<file path="src/rtl/multicycle_control_fsm.sv">
// Main control FSM for the multicycle RV32I datapath: sequences fetch/decode/execute/memory/writeback
// and drives ALU-control selectors plus all datapath strobes. Memory waits are bounded by a timeout.
module multicycle_control_fsm #(
    parameter int TIMEOUT_W      = 8,
    parameter int TIMEOUT_CYCLES = 255
) (
    input  logic       clk,
    input  logic       rst_n,
    input  logic [6:0] opcode,
    input  logic       zero,
    input  logic       mem_ready,
    output logic       ir_write,
    output logic       pc_write,
    output logic       i_or_d,
    output logic       mem_read,
    output logic       mem_write,
    output logic [1:0] alu_src_a,
    output logic [1:0] alu_src_b,
    output logic [1:0] alu_op,
    output logic       func7_mask,
    output logic       pc_source,
    output logic       reg_write,
    output logic       mem_to_reg,
    output logic       illegal_instr,
    output logic       mem_timeout
);

    localparam logic [6:0] OP_R   = 7'b0110011;
    localparam logic [6:0] OP_I   = 7'b0010011;
    localparam logic [6:0] OP_LW  = 7'b0000011;
    localparam logic [6:0] OP_SW  = 7'b0100011;
    localparam logic [6:0] OP_BEQ = 7'b1100011;
    localparam logic [TIMEOUT_W-1:0] TMO = TIMEOUT_W'(TIMEOUT_CYCLES);

    typedef enum logic [3:0] {
        S_RESET_IDLE, S_FETCH, S_DECODE, S_EXEC_R, S_EXEC_I, S_MEM_ADDR,
        S_MEM_RD, S_MEM_WR, S_WB_ALU, S_WB_MEM, S_BRANCH
    } state_t;

    state_t               state_q, state_d;
    logic [TIMEOUT_W-1:0] cnt_q, cnt_d;
    logic                 wait_st;
    logic                 timeout;
    logic                 legal_op;

    assign wait_st  = (state_q == S_FETCH) || (state_q == S_MEM_RD) || (state_q == S_MEM_WR);
    // A ready on the timeout cycle completes normally; only a missing ready aborts.
    assign timeout  = wait_st && !mem_ready && (cnt_q == TMO);
    assign legal_op = (opcode == OP_R) || (opcode == OP_I) || (opcode == OP_LW) ||
                      (opcode == OP_SW) || (opcode == OP_BEQ);

    always_ff @(posedge clk or negedge rst_n) begin
        if (!rst_n) begin
            state_q <= S_RESET_IDLE;
            cnt_q   <= '0;
        end else begin
            state_q <= state_d;
            cnt_q   <= cnt_d;
        end
    end

    always_comb begin
        state_d = state_q;
        case (state_q)
            S_RESET_IDLE: state_d = S_FETCH;
            S_FETCH:      if (mem_ready) state_d = S_DECODE;
            S_DECODE: begin
                case (opcode)
                    OP_R:         state_d = S_EXEC_R;
                    OP_I:         state_d = S_EXEC_I;
                    OP_LW, OP_SW: state_d = S_MEM_ADDR;
                    OP_BEQ:       state_d = S_BRANCH;
                    default:      state_d = S_FETCH;
                endcase
            end
            S_EXEC_R, S_EXEC_I: state_d = S_WB_ALU;
            S_MEM_ADDR:   state_d = (opcode == OP_LW) ? S_MEM_RD : S_MEM_WR;
            S_MEM_RD:     if (mem_ready) state_d = S_WB_MEM;
                          else if (timeout) state_d = S_FETCH;
            S_MEM_WR:     if (mem_ready || timeout) state_d = S_FETCH;
            S_WB_ALU, S_WB_MEM, S_BRANCH: state_d = S_FETCH;
            default:      state_d = S_RESET_IDLE;
        endcase
    end

    // Timeout in FETCH re-enters FETCH, so it must clear the counter explicitly.
    always_comb begin
        cnt_d = cnt_q;
        if ((state_d != state_q) || timeout)
            cnt_d = '0;
        else if (wait_st && !mem_ready && (cnt_q != TMO))
            cnt_d = cnt_q + 1'b1;
    end

    always_comb begin
        ir_write      = 1'b0;
        pc_write      = 1'b0;
        i_or_d        = 1'b0;
        mem_read      = 1'b0;
        mem_write     = 1'b0;
        alu_src_a     = 2'b00;
        alu_src_b     = 2'b00;
        alu_op        = 2'b00;
        func7_mask    = 1'b0;
        pc_source     = 1'b0;
        reg_write     = 1'b0;
        mem_to_reg    = 1'b0;
        illegal_instr = 1'b0;
        mem_timeout   = timeout;
        case (state_q)
            S_FETCH: begin
                mem_read  = 1'b1;
                alu_src_b = 2'b01;
                ir_write  = mem_ready;
                pc_write  = mem_ready;
            end
            S_DECODE: begin
                alu_src_a     = 2'b10;
                alu_src_b     = 2'b10;
                illegal_instr = !legal_op;
            end
            S_EXEC_R: begin
                alu_src_a = 2'b01;
                alu_op    = 2'b10;
            end
            S_EXEC_I: begin
                alu_src_a  = 2'b01;
                alu_src_b  = 2'b10;
                alu_op     = 2'b10;
                func7_mask = 1'b1;
            end
            S_MEM_ADDR: begin
                alu_src_a = 2'b01;
                alu_src_b = 2'b10;
            end
            S_MEM_RD: begin
                mem_read = 1'b1;
                i_or_d   = 1'b1;
            end
            S_MEM_WR: begin
                mem_write = 1'b1;
                i_or_d    = 1'b1;
            end
            S_WB_ALU: reg_write = 1'b1;
            S_WB_MEM: begin
                reg_write  = 1'b1;
                mem_to_reg = 1'b1;
            end
            S_BRANCH: begin
                alu_src_a = 2'b01;
                alu_op    = 2'b01;
                pc_source = 1'b1;
                pc_write  = zero;
            end
            default: ;
        endcase
    end

endmodule
</file>
<file path="config.mk">
export PLATFORM = sky130hd
export DESIGN_NAME = multicycle_control_fsm
export DESIGN_NICKNAME = d
export VERILOG_FILES = /design/src/rtl/multicycle_control_fsm.sv
export SDC_FILE = /design/constraint.sdc
export NUM_CORES = 1
export LEC_CHECK = 0
export CORE_MARGIN = 2
export CORE_UTILIZATION = 42
export CTS_BUF_LIST = sky130_fd_sc_hd__clkbuf_4 sky130_fd_sc_hd__clkbuf_8 sky130_fd_sc_hd__clkbuf_16
export DETAILED_ROUTE_END_ITERATION = 10
export GPL_TIMING_DRIVEN = 1
export PLACE_DENSITY_LB_ADDON = 0.25
export SYNTH_ARGS = -nofsm -noshare
export SYNTH_HDL_FRONTEND = slang
export SYNTH_SLANG_ARGS = --single-unit
</file>
<file path="constraint.sdc">
create_clock -name clk -period 1.8 [get_ports clk]
set_input_delay 0.18 -clock clk [delete_from_list [all_inputs] [get_ports clk]]
set_output_delay 0.18 -clock clk [all_outputs]
set_load 0.03 [all_outputs]
</file>
==> report_table.html <==
<table>
<tr><th>Metric</th><th>Value</th></tr>
<tr><th colspan="2">Run status</th></tr>
<tr><td>Outcome</td><td>finished with violations</td></tr>
<tr><td>Violated checks</td><td>negative setup slack</td></tr>
<tr><th colspan="2">CTS</th></tr>
<tr><td>Clk Latency, worst-skew pair</td><td>0.26 ns</td></tr>
<tr><td>CTS tree</td><td>built</td></tr>
<tr><td>Clock-pin slew of the registers on the worst-case setup and hold paths</td><td>0.07 ns</td></tr>
<tr><td>Clock sink count</td><td>12</td></tr>
<tr><td>Clock tree root buffer cell</td><td>sky130_fd_sc_hd__clkbuf_4</td></tr>
<tr><td>Clock buffers created by TritonCTS</td><td>3</td></tr>
<tr><td>Total number of H-tree levels</td><td>1</td></tr>
<tr><td>Hold Buf Count CTS</td><td>0</td></tr>
<tr><td>Maximum root-to-sink buffer count</td><td>2</td></tr>
<tr><th colspan="2">Die</th></tr>
<tr><td>Ports placed on the boundary</td><td>28</td></tr>
<tr><td>Number of rows created at floorplan</td><td>17</td></tr>
<tr><td>Die ar.</td><td>2790 um2</td></tr>
<tr><td>Initial core utilization</td><td>44.8%</td></tr>
<tr><td>Die X</td><td>between 50 and 60 um</td></tr>
<tr><td>Chip height</td><td>52.8 um</td></tr>
<tr><td>Core Area</td><td>2230 um2</td></tr>
<tr><th colspan="2">Global route</th></tr>
<tr><td>Via count of the first global-routing pass</td><td>1073</td></tr>
<tr><td>Total grt overflow</td><td>0</td></tr>
<tr><td>Largest net degree at the start of global routing</td><td>13</td></tr>
<tr><td>Total Routing Usage GR</td><td>23.1%</td></tr>
<tr><td>Antenna violations before repair</td><td>0</td></tr>
<tr><td>Global-route wire length before repair</td><td>between 4 and 5 mm</td></tr>
<tr><th colspan="2">Worst setup path</th></tr>
<tr><td>Highest fanout seen on the critical path</td><td>8</td></tr>
<tr><td>Critical Path AT</td><td>about 2.1 ns</td></tr>
<tr><td>Crit path required time</td><td>between 1.5 and 2 ns</td></tr>
<tr><td>Crit Path Category</td><td>flip-flop to flip-flop</td></tr>
<tr><td>CP Launch Type</td><td>flip-flop</td></tr>
<tr><td>Crit. End Element</td><td>flip-flop</td></tr>
<tr><th colspan="2">Synth</th></tr>
<tr><td>Post-synthesis cell area</td><td>1000 um2</td></tr>
<tr><td>Post-Synthesis Mean Instance Area</td><td>8.33 um2</td></tr>
<tr><td>Share of the synthesized netlist area taken by xor and xnor gates</td><td>7.01%</td></tr>
<tr><td>Count of mapped cells out of synthesis</td><td>120</td></tr>
<tr><td>Post-synthesis mux area share</td><td>2.25%</td></tr>
<tr><td>Number of different library cells in the post-synthesis netlist</td><td>36</td></tr>
<tr><td>Combinational family with the most area after synthesis</td><td>simple AND/OR/NAND/NOR gates</td></tr>
<tr><td>EDFF count, synth</td><td>0</td></tr>
<tr><td>Proportion of register bits with asynchronous set or reset after synthesis</td><td>100%</td></tr>
<tr><td>Synthesized-area fraction occupied by and/or/nand/nor cells</td><td>39.3%</td></tr>
<tr><td>Seq/Total Area, Yosys</td><td>30.0%</td></tr>
<tr><td>Most used flip-flop cell after synthesis</td><td>sky130_fd_sc_hd__dfrtp_1</td></tr>
<tr><td>Syn nets</td><td>roughly 130</td></tr>
<tr><td>Adder-Cell Fraction of Synth Area</td><td>1.25%</td></tr>
<tr><td>Count of yosys warnings during synthesis</td><td>0</td></tr>
<tr><td>Post-synthesis compound-gate area fraction</td><td>14.0%</td></tr>
<tr><td>Flops &amp; latches, synth</td><td>12</td></tr>
<tr><th colspan="2">Detailed routing</th></tr>
<tr><td>Detail-routed net length per standard cell</td><td>15.0 um</td></tr>
<tr><td>Sum of routed wire length over all layers</td><td>3.10 mm</td></tr>
<tr><td>Detailed-route vias per instance</td><td>~5.6</td></tr>
<tr><td>Count of vias placed by the detailed router</td><td>1158</td></tr>
<tr><td>Detailed-router iteration count before antenna repair</td><td>4</td></tr>
<tr><td>Count of antenna-violating nets left after detailed routing</td><td>0</td></tr>
<tr><td>Initial detailed-routing violation count</td><td>42</td></tr>
<tr><td>Number of remaining DRC errors</td><td>0</td></tr>
<tr><th colspan="2">Timing</th></tr>
<tr><td>Final Hold Vio Count</td><td>0</td></tr>
<tr><td>Worst slew margin relative to its limit</td><td>66.0%</td></tr>
<tr><td>Clock Skews</td><td>~0.00053 ns</td></tr>
<tr><td>Setup ws final</td><td>-0.174 ns</td></tr>
<tr><td>Setup repair after global routing missed its margin</td><td>yes</td></tr>
<tr><td>Slew of the pin with the lowest slew margin</td><td>approximately 0.51 ns</td></tr>
<tr><td>Finish-stage setup viols</td><td>14</td></tr>
<tr><td>Max frequency</td><td>between 0.5 and 0.6 GHz</td></tr>
<tr><td>Pins Over Slew Limit</td><td>0</td></tr>
<tr><td>Final critical-path share of the clock period</td><td>110%</td></tr>
<tr><td>Final Critical Period</td><td>around 2.0 ns</td></tr>
<tr><th colspan="2">Placed design</th></tr>
<tr><td>Routability Congestion</td><td>around 0.81</td></tr>
<tr><td>Placed cell count</td><td>199</td></tr>
<tr><td>Placed wire-length estimate</td><td>2.21 mm</td></tr>
<tr><td>Buffers on Ports</td><td>27</td></tr>
<tr><th colspan="2">Finish</th></tr>
<tr><td>Cell Count, Final, Fillers Out</td><td>206</td></tr>
<tr><td>Nets</td><td>191</td></tr>
<tr><td>Ant. Diodes</td><td>0</td></tr>
<tr><td>Area grow syn2layout</td><td>68.5%</td></tr>
<tr><td>Layout cells sized above 1</td><td>47.2%</td></tr>
<tr><td>Core utilization of the finished layout</td><td>75.4%</td></tr>
<tr><th colspan="2">Power</th></tr>
<tr><td>Max VDD drop</td><td>between 1 and 1.5 mV</td></tr>
<tr><td>Areal power density over the cells</td><td>1400 nW/um2</td></tr>
<tr><td>Total power consumption of the routed design</td><td>around 2.4 mW</td></tr>
<tr><td>LEAKAGE</td><td>around 0.76 nW</td></tr>
<tr><th colspan="2">Worst hold path</th></tr>
<tr><td>Path type of the worst min-delay path</td><td>primary input to asynchronous set/reset pin</td></tr>
<tr><th colspan="2">Flow run</th></tr>
<tr><td>Max_cap viols</td><td>0</td></tr>
</table>
[metrics by stage]
stage               hold WS, ns  setup WS [ns]  TNS (ns)  cell area, um2
floorplan                -0.116         -0.371     -2.80            1040
global placement          0.553         -0.311     -2.36            1500
detailed placement        0.553         -0.339     -2.62            1500
CTS                       0.268         -0.150     -1.36            1630
global route              0.298         -0.258     -2.61            1680
finish                    0.249         -0.174     -1.53            1680
[power breakdown]
part,internal [mW],switching [mW],total (mW)
clock network,0.123,0.0873,0.210
registers,0.317,0.0510,0.368
logic,0.830,0.952,1.78
total,1.27,1.09,2.36
[registers in the layout, indices dropped and copies added, names as in the netlist]
signal	cells
state_q	4
cnt_q	8
[cells in the final DEF, fill, tap and decap left out, types with 2 or more instances in the layout]
cell / instances
sky130_fd_sc_hd__buf_12: 2
sky130_fd_sc_hd__nor2_4: 2
sky130_fd_sc_hd__buf_6: 5
sky130_fd_sc_hd__a21oi_2: 3
sky130_fd_sc_hd__dfrtp_1: 11
sky130_fd_sc_hd__inv_1: 3
sky130_fd_sc_hd__buf_4: 43
sky130_fd_sc_hd__nand4_1: 7
sky130_fd_sc_hd__nand2b_1: 2
sky130_fd_sc_hd__nor2b_1: 2
sky130_fd_sc_hd__and3b_1: 2
sky130_fd_sc_hd__nor3_1: 2
sky130_fd_sc_hd__o21ai_0: 4
sky130_fd_sc_hd__mux2_2: 2
sky130_fd_sc_hd__a31oi_4: 2
sky130_fd_sc_hd__nor2_1: 16
sky130_fd_sc_hd__clkdlybuf4s50_1: 10
sky130_fd_sc_hd__xnor2_1: 3
sky130_fd_sc_hd__xor2_1: 5
sky130_fd_sc_hd__a21oi_1: 2
sky130_fd_sc_hd__clkbuf_4: 3
sky130_fd_sc_hd__nor4b_2: 3
sky130_fd_sc_hd__nand3_1: 7
sky130_fd_sc_hd__nor4b_4: 3
sky130_fd_sc_hd__nand2_1: 8
[final timing paths]
kind | end | start | depth (start not counted) | slack, ns
worst max-delay path | cnt_q[6] | state_q[0] | 6 | -0.17
worst min-delay path | state_q[3] | rst_n | 1 | 0.25
worst max register to register | cnt_q[6] | state_q[0] | 6 | -0.17
worst min register to register | cnt_q[7] | cnt_q[7] | 3 | 0.62
max in group asynchronous | state_q[2] | rst_n | 1 | 1.19
min in group clk | cnt_q[7] | cnt_q[7] | 3 | 0.62
[critical path, stage by stage, from the launching register on]
cell and delay [ns]:
sky130_fd_sc_hd__dfrtp_1 0.42, sky130_fd_sc_hd__nor4b_4 0.44, sky130_fd_sc_hd__nand3_2 0.11, sky130_fd_sc_hd__a221o_1 0.35, sky130_fd_sc_hd__and2_4 0.17, sky130_fd_sc_hd__a31oi_4 0.28
sky130_fd_sc_hd__nor4b_2 0.10
[synthesized netlist by cell type, types with 2 or more instances]
cell	n	share of area (%)
sky130_fd_sc_hd__nor3b_1	2	1.5
sky130_fd_sc_hd__mux2_2	2	2.3
sky130_fd_sc_hd__and3b_1	2	1.8
sky130_fd_sc_hd__nor4b_1	4	3.5
sky130_fd_sc_hd__a31oi_4	2	4.3
sky130_fd_sc_hd__nand2b_1	2	1.3
sky130_fd_sc_hd__o21ai_0	5	2.5
sky130_fd_sc_hd__nand2_1	10	3.8
sky130_fd_sc_hd__nor2b_1	3	1.9
sky130_fd_sc_hd__xor2_1	5	4.4
sky130_fd_sc_hd__nor3_1	3	1.5
sky130_fd_sc_hd__and2_1	2	1.3
sky130_fd_sc_hd__a21oi_1	5	2.5
sky130_fd_sc_hd__clkbuf_1	3	1.1
sky130_fd_sc_hd__nand3_1	7	3.5
sky130_fd_sc_hd__nand4_1	7	4.4
sky130_fd_sc_hd__inv_1	5	1.9
sky130_fd_sc_hd__nor2_1	19	7.1
sky130_fd_sc_hd__dfrtp_1	12	30
sky130_fd_sc_hd__xnor2_1	3	2.6
sky130_fd_sc_hd__buf_4	2	1.5
[layer usage]
metal  GRT usage (%)  share of wire [%]  routed length, um
met5               0                  0                  0
met4            6.41               0.87                 27
met3            2.57                3.6                110
met2            42.1                 55               1690
met1            28.3                 41               1270
[what timing repair did]
item,in CTS,in global routing
setup endpoints to repair,15,20
buffers inserted,3,0
gates resized for setup,17,14
pin swaps,6,11
[cell families after synthesis]
group,after synthesis
AO/OA/AOI/OAI,18
XOR/XNOR,8
adder cells (fa/ha/maj),1
multiplexers,2
buffers and inverters,12
AND/OR/NAND/NOR,67
flip-flops,12
[cell type report]
cell class | count | area (um2)
fill | 145 | 549
timing repair buffer | 61 | 534
multi-input combinational | 96 | 756
inverter | 5 | 21.3
clock buffer | 4 | 36.3
tap | 28 | 35.0
sequential | 12 | 302
Note: power is estimated with default switching activity, not from simulation.
